===== src/rtl/fetch_unit.sv =====
// Instruction fetch unit: issues one word request at a time to instruction memory
// and holds the returned instruction for the decoder. Branch redirects may discard it.
module fetch_unit #(
    parameter int AW = 8,
    parameter int IW = 16
) (
    input  logic          clk,
    input  logic          reset,
    input  logic          fetch_en,
    output logic          imem_req,
    output logic [AW-1:0] imem_addr,
    input  logic          imem_valid,
    input  logic [IW-1:0] imem_rdata,
    output logic          if_valid,
    input  logic          if_ready,
    output logic [IW-1:0] if_instr,
    output logic [AW-1:0] if_pc,
    output logic [3:0]    opcode,
    input  logic          redirect,
    input  logic [AW-1:0] redirect_pc,
    output logic [1:0]    dbg_state
);

    typedef enum logic [1:0] {
        S_IDLE  = 2'd0,
        S_REQ   = 2'd1,
        S_HOLD  = 2'd2,
        S_DRAIN = 2'd3
    } state_t;

    state_t        state, state_next;
    logic [AW-1:0] pc, pc_next;
    logic [IW-1:0] ir;
    logic [AW-1:0] ir_pc;
    logic          load_ir;

    // Handshakes: a memory transfer completes in any cycle imem_req & imem_valid
    // (imem_valid is only honoured in REQ/DRAIN); a decoder transfer completes in
    // any cycle if_valid & if_ready, and if_instr/if_pc never change while unaccepted.
    always_ff @(posedge clk) begin
        if (reset) begin
            state <= S_IDLE;
            pc    <= '0;
            ir    <= '0;
            ir_pc <= '0;
        end else begin
            state <= state_next;
            pc    <= pc_next;
            if (load_ir) begin
                ir    <= imem_rdata;
                ir_pc <= pc;
            end
        end
    end

    always_comb begin
        state_next = state;
        pc_next    = pc;
        load_ir    = 1'b0;
        if (redirect) begin
            pc_next = redirect_pc;
            case (state)
                S_IDLE:  state_next = S_IDLE;
                S_REQ:   state_next = imem_valid ? S_REQ : S_DRAIN;
                S_HOLD:  state_next = fetch_en ? S_REQ : S_IDLE;
                // A response arriving with the redirect still retires the stale request,
                // otherwise DRAIN would wait for a strobe that never comes.
                S_DRAIN: state_next = imem_valid ? (fetch_en ? S_REQ : S_IDLE) : S_DRAIN;
            endcase
        end else begin
            case (state)
                S_IDLE: if (fetch_en) state_next = S_REQ;
                S_REQ: begin
                    if (imem_valid) begin
                        load_ir    = 1'b1;
                        pc_next    = pc + AW'(1);
                        state_next = S_HOLD;
                    end
                end
                S_HOLD:  if (if_ready) state_next = fetch_en ? S_REQ : S_IDLE;
                S_DRAIN: if (imem_valid) state_next = fetch_en ? S_REQ : S_IDLE;
            endcase
        end
    end

    assign imem_req  = (state == S_REQ);
    assign imem_addr = pc;
    assign if_valid  = (state == S_HOLD);
    assign if_instr  = ir;
    assign if_pc     = ir_pc;
    assign opcode    = ir[IW-1 -: 4];
    assign dbg_state = state;

endmodule


===== config.mk =====
export PLATFORM = sky130hd
export DESIGN_NAME = fetch_unit
export DESIGN_NICKNAME = d
export VERILOG_FILES = /design/src/rtl/fetch_unit.sv
export SDC_FILE = /design/constraint.sdc
export NUM_CORES = 1
export LEC_CHECK = 0
export CORE_ASPECT_RATIO = 1.25
export CORE_MARGIN = 3
export CORE_UTILIZATION = 43
export DETAILED_ROUTE_END_ITERATION = 16
export PLACE_DENSITY = 0.9
export SLEW_MARGIN = 20
export SYNTH_ARGS = -nofsm -noshare
export SYNTH_HDL_FRONTEND = slang
export SYNTH_SLANG_ARGS = --single-unit

===== constraint.sdc =====
create_clock -name clk -period 2.75 [get_ports clk]
set_input_delay 0.55 -clock clk [delete_from_list [all_inputs] [get_ports clk]]
set_output_delay 0.55 -clock clk [all_outputs]
set_load 0.03 [all_outputs]

---- Yosys cells after proc, flatten, opt, wreduce, memory -nomap -nowiden ----
Index checks and enable logic that the tools add are counted.
W data, S select, Z words.
operators by class
  add/sub/neg operators ................... 1
  multiplexer cells ....................... 16
  eq/ne operators ......................... 7
  reduce and logical (&&, ||, !) cells .... 5
operators with widths
  kind                   number
  $mux W8                3
  $pmux W2 S4            2
  $mux W2                7
  $add A8 B1 Y8 const B  1
  $ne A3 B1 Y1 const B   2
  $ne A3 B3 Y1 const B   2
  $eq A2 B2 Y1 const B   2
  $mux W1                4
  $reduce_and A4 Y1      1
  $reduce_bool A2 Y1     2
  $eq A2 B1 Y1 const B   1
  $logic_not A2 Y1       1
  $reduce_and A2 Y1      1
storage, ports and cells
  output and inout bits ................... 40
  bits in registers ....................... 34
  input port bits ......................... 30

---- Logic depth before layout (Yosys ltp) ----
  depth in word-level cells ............... 4
  gate-level depth with buffers ........... 6

---- Least setup slack after synthesis ----
OpenSTA, ideal clock, no wires.
  path kind ............................... reg-to-output
  start ................................... register state[1], in the netlist dbg_state[1]
  end ..................................... output port if_valid
  arrival ................................. 1.142 ns
  path slack .............................. 1.058 ns
  cell stages (with the launch flop) ...... 3
  required time ........................... 2.200 ns
  cells stage by stage .................... dfxtp_1 buf_6 nor2b_1
between the ends
  cells in the longest elaborated chain, start to end .. 1
ends and longest elaborated chain
  element                 line  text
  from (decl)             31    state_t state, state_next;
  from (signal assigned)  47    state <= state_next;
  $eq A2 B2 Y1            88    assign if_valid = (state == S_HOLD);
  to (decl)               14    output logic if_valid,
Every way passes these cells.

==> flow_summary.yaml <==
run_status:
  status: "finished clean"
critical_path:
  reg2reg_from: "imem_addr[0]"
  endpoint_kind: "output port"
  cp-start-kind: "flop"
  worstPathArrival_ns: 1.74
  path_cells: "and2b_1 -> clkdlybuf4s50_1"
  crit_fanout: 12
  required_ns: 2.20
  r2r_end: "imem_addr[6]"
  cp_slowest_cell: "clkdlybuf4s50_1"
  r2r_cells: 4
  path_class: "flop to output port"
  slowest_delay_ns: 0.66
  rrSetupSlack_ns: 1.10
sta:
  finalHoldViolCount: 0
  relSlewSlack_pct: 65.6
  fmax_mhz: 436
  min_period_ns: 2.29
  setup_slack_ns: 0.456
  timing.final.crit_share_pct: 83.4
  setup_tns_ns: 0
  finalMaxSlewViolations: 0
  setup_viol: 0
  worst_slew_pin_slew_ns: 0.516
  skew_ns: 0.00775
  rsz0062_at_grt: "no"
placement:
  dp_slack_ns: 0.546
  placed_cells: 269
  io_buffer_count: 69
  dp_hpwl_um: 2840
  gp_congestion: 0.800
routing:
  wl_per_cell_um: 14.1
  drc: 0
  vias_per_cell: 5.28
  drt-initial-drc-count: 56
  via_count: 1462
  ant_nets: 0
  wl_um: 3900
  drt_first_pass_iters: 4
synthesis:
  synth_ff_type: "dfxtp_1"
  synthDistinctLibCells: 32
  async_flop_share_pct: 0
  synth_nets: 210
  synth-seq-area-share_pct: 46.9
  yosysWarnings: 0
  netlist_area_um2: 1450
  ys_seq_elements: 34
  syn_inst: 179
  syn_area_per_cell_um2: 8.12
  synth-edff-count: 0
pwr:
  powerDensity_nw_per_um2: 458
  swShare_pct: 27.8
  power_switching_w: 0.000277
  p_int_w: 0.000720
  irDropWorstVdd_uv: 447
  comb_power_share_pct: 17.6
  pwr-share-clk_pct: 29.1
  p_leak_nw: 0.747
  power_frac_seq_pct: 53.4
die:
  pin_count: 70
  dieArea_um2: 4120
  core_area_um2: 3080
  start_util_pct: 47.1
  die_w_um: 58.0
  num_rows: 22
  die_h_um: 71.0
grt:
  track_usage_pct: 19.9
  use_met2_pct: 35.2
  grt_pass1_vias: 1441
  gr-usage-met1_pct: 22.2
  grt_max_degree: 35
  antenna_found_initial: 0
  gr-max-usage-layer: "met2"
  use_met3_pct: 6.57
  globalRoute.totalOverflow: 0
  grt_pass1_wl_um: 6470
clock_network:
  cts_inserted_buffers: 5
  cts.sinks: 34
  ctsHoldBuffers: 0
  cts.clk_slew.worst_paths_ns: 0.10
  cts_post_setup_buffers_inserted: 0
  cts_tree: "built"
  cts_resized: 0
  cts-htree-levels: 2
  cts_root_buf: "clkbuf_4"
  cts.path.max_buffers: 2
  clk_latency_ns: 0.33
min_path:
  hp-start: "if_instr[2]"
  hold_class: "flop to flop"
  hold_path_end: "if_instr[2]"
  hold-path-cell-count: 2
run:
  max_cap_viol_count: 0
final_layout:
  diodes: 0
  nNetsFinal: 271
  area_delta_synth_final_pct: 49.7
  fill_cells: 249
  final_cells: 277
  drive_gt1_share_pct: 5.39
  utilization_pct: 70.5
[how the worst max path moves through the flow]
stage	endpoint	slack (ns)	depth (start not counted)
2_1_floorplan	if_valid	1.06	2
3_3_place_gp	imem_addr[7]	0.59	4
3_5_place_dp	imem_addr[5]	0.55	4
4_1_cts	imem_req	0.43	2
5_1_grt	imem_req	0.34	2
6_report	imem_req	0.46	2
[worst max-delay path, delay by kind of cell, from the launching register on]
kind | cells | cell delay (ns)
DFF | 1 | 0.57
and+or+nand+nor | 1 | 0.18
buffers and inverters | 1 | 0.66
[power by group through the flow]
stage / registers [W] / logic (W) / clock network (W)
3_3_place_gp: 0.000542 / 0.000173 / 0
6_report: 0.000532 / 0.000175 / 0.000290
2_1_floorplan: 0.000567 / 0.0000601 / 0
5_1_grt: 0.000536 / 0.000188 / 0.000327
3_5_place_dp: 0.000543 / 0.000175 / 0
4_1_cts: 0.000532 / 0.000176 / 0.000300
[per-stage QoR]
step | cell area, um2 | hold WS [ns] | total power [W]
2_1_floorplan | 1450 | 0.582 | 0.000627
3_3_place_gp | 2110 | 0.441 | 0.000715
3_5_place_dp | 2110 | 0.446 | 0.000718
4_1_cts | 2170 | 0.461 | 0.00101
5_1_grt | 2170 | 0.476 | 0.00105
6_report | 2170 | 0.457 | 0.000997
[layout make-up]
type                            count  area [um2]  share of cell area, %
Multi-Input combinational cell    127         676                   31.1
Clock buffer                        6        51.3                   2.36
Clock inverter                      2        12.5                  0.575
Inverter                            1        3.75                  0.173
Timing Repair Buffer               71         706                   32.5
Tap cell                           36        45.0                   2.07
Sequential cell                    34         681                   31.3
[cells in the mapped netlist, drive strengths merged (3+ instances only)]
master	number	share of area [%]
a211oi	4	2.1
o21ai	5	1.7
nand3	3	1.0
clkbuf	8	2.1
a21oi	26	9.0
or3	3	1.3
and2b	3	1.6
a311oi	5	3.0
dfxtp	34	47
nor2	8	2.1
buf	9	4.3
nand2	51	13
[cell families after synthesis]
group | synth area share (%)
flops | 46.9
buf+inv | 6.63
compound gates | 17.2
mux | 0.689
fa+ha+maj | 0.861
simple gates | 26.5
xor+xnor | 1.21
[flip-flops by register name (all words and copies together), names as in the netlist, named ones only]
signal     count
if_instr      16
if_pc          8
imem_addr      8
dbg_state      1
[metal layers]
layer  wire, um  vias to the layer above
met3        280                        6
met1       1450                      669
met5          0                        -
met4         42                        0
li1           -                      728
met2       2130                       59
[layout by cell type, fill, tap and decap left out, drive strengths merged]
master	instances
nor2b	1
and2b	3
a311oi	5
xor2	2
nand2	51
nand4	1
nor2	8
or4	2
ha	1
nand3b	1
inv	1
and4bb	1
clkinv	1
nand3	3
o31ai	2
clkinvlp	1
nor3	1
buf	2
a21oi	26
dfxtp	34
nor3b	1
or3b	1
nand4b	1
clkbuf	6
nand4bb	1
or3	3
o21ai	5
clkdlybuf4s50	69
mux2i	1
nand2b	1
a31oi	1
a211oi	4
Note: power is estimated with default switching activity, not from simulation.
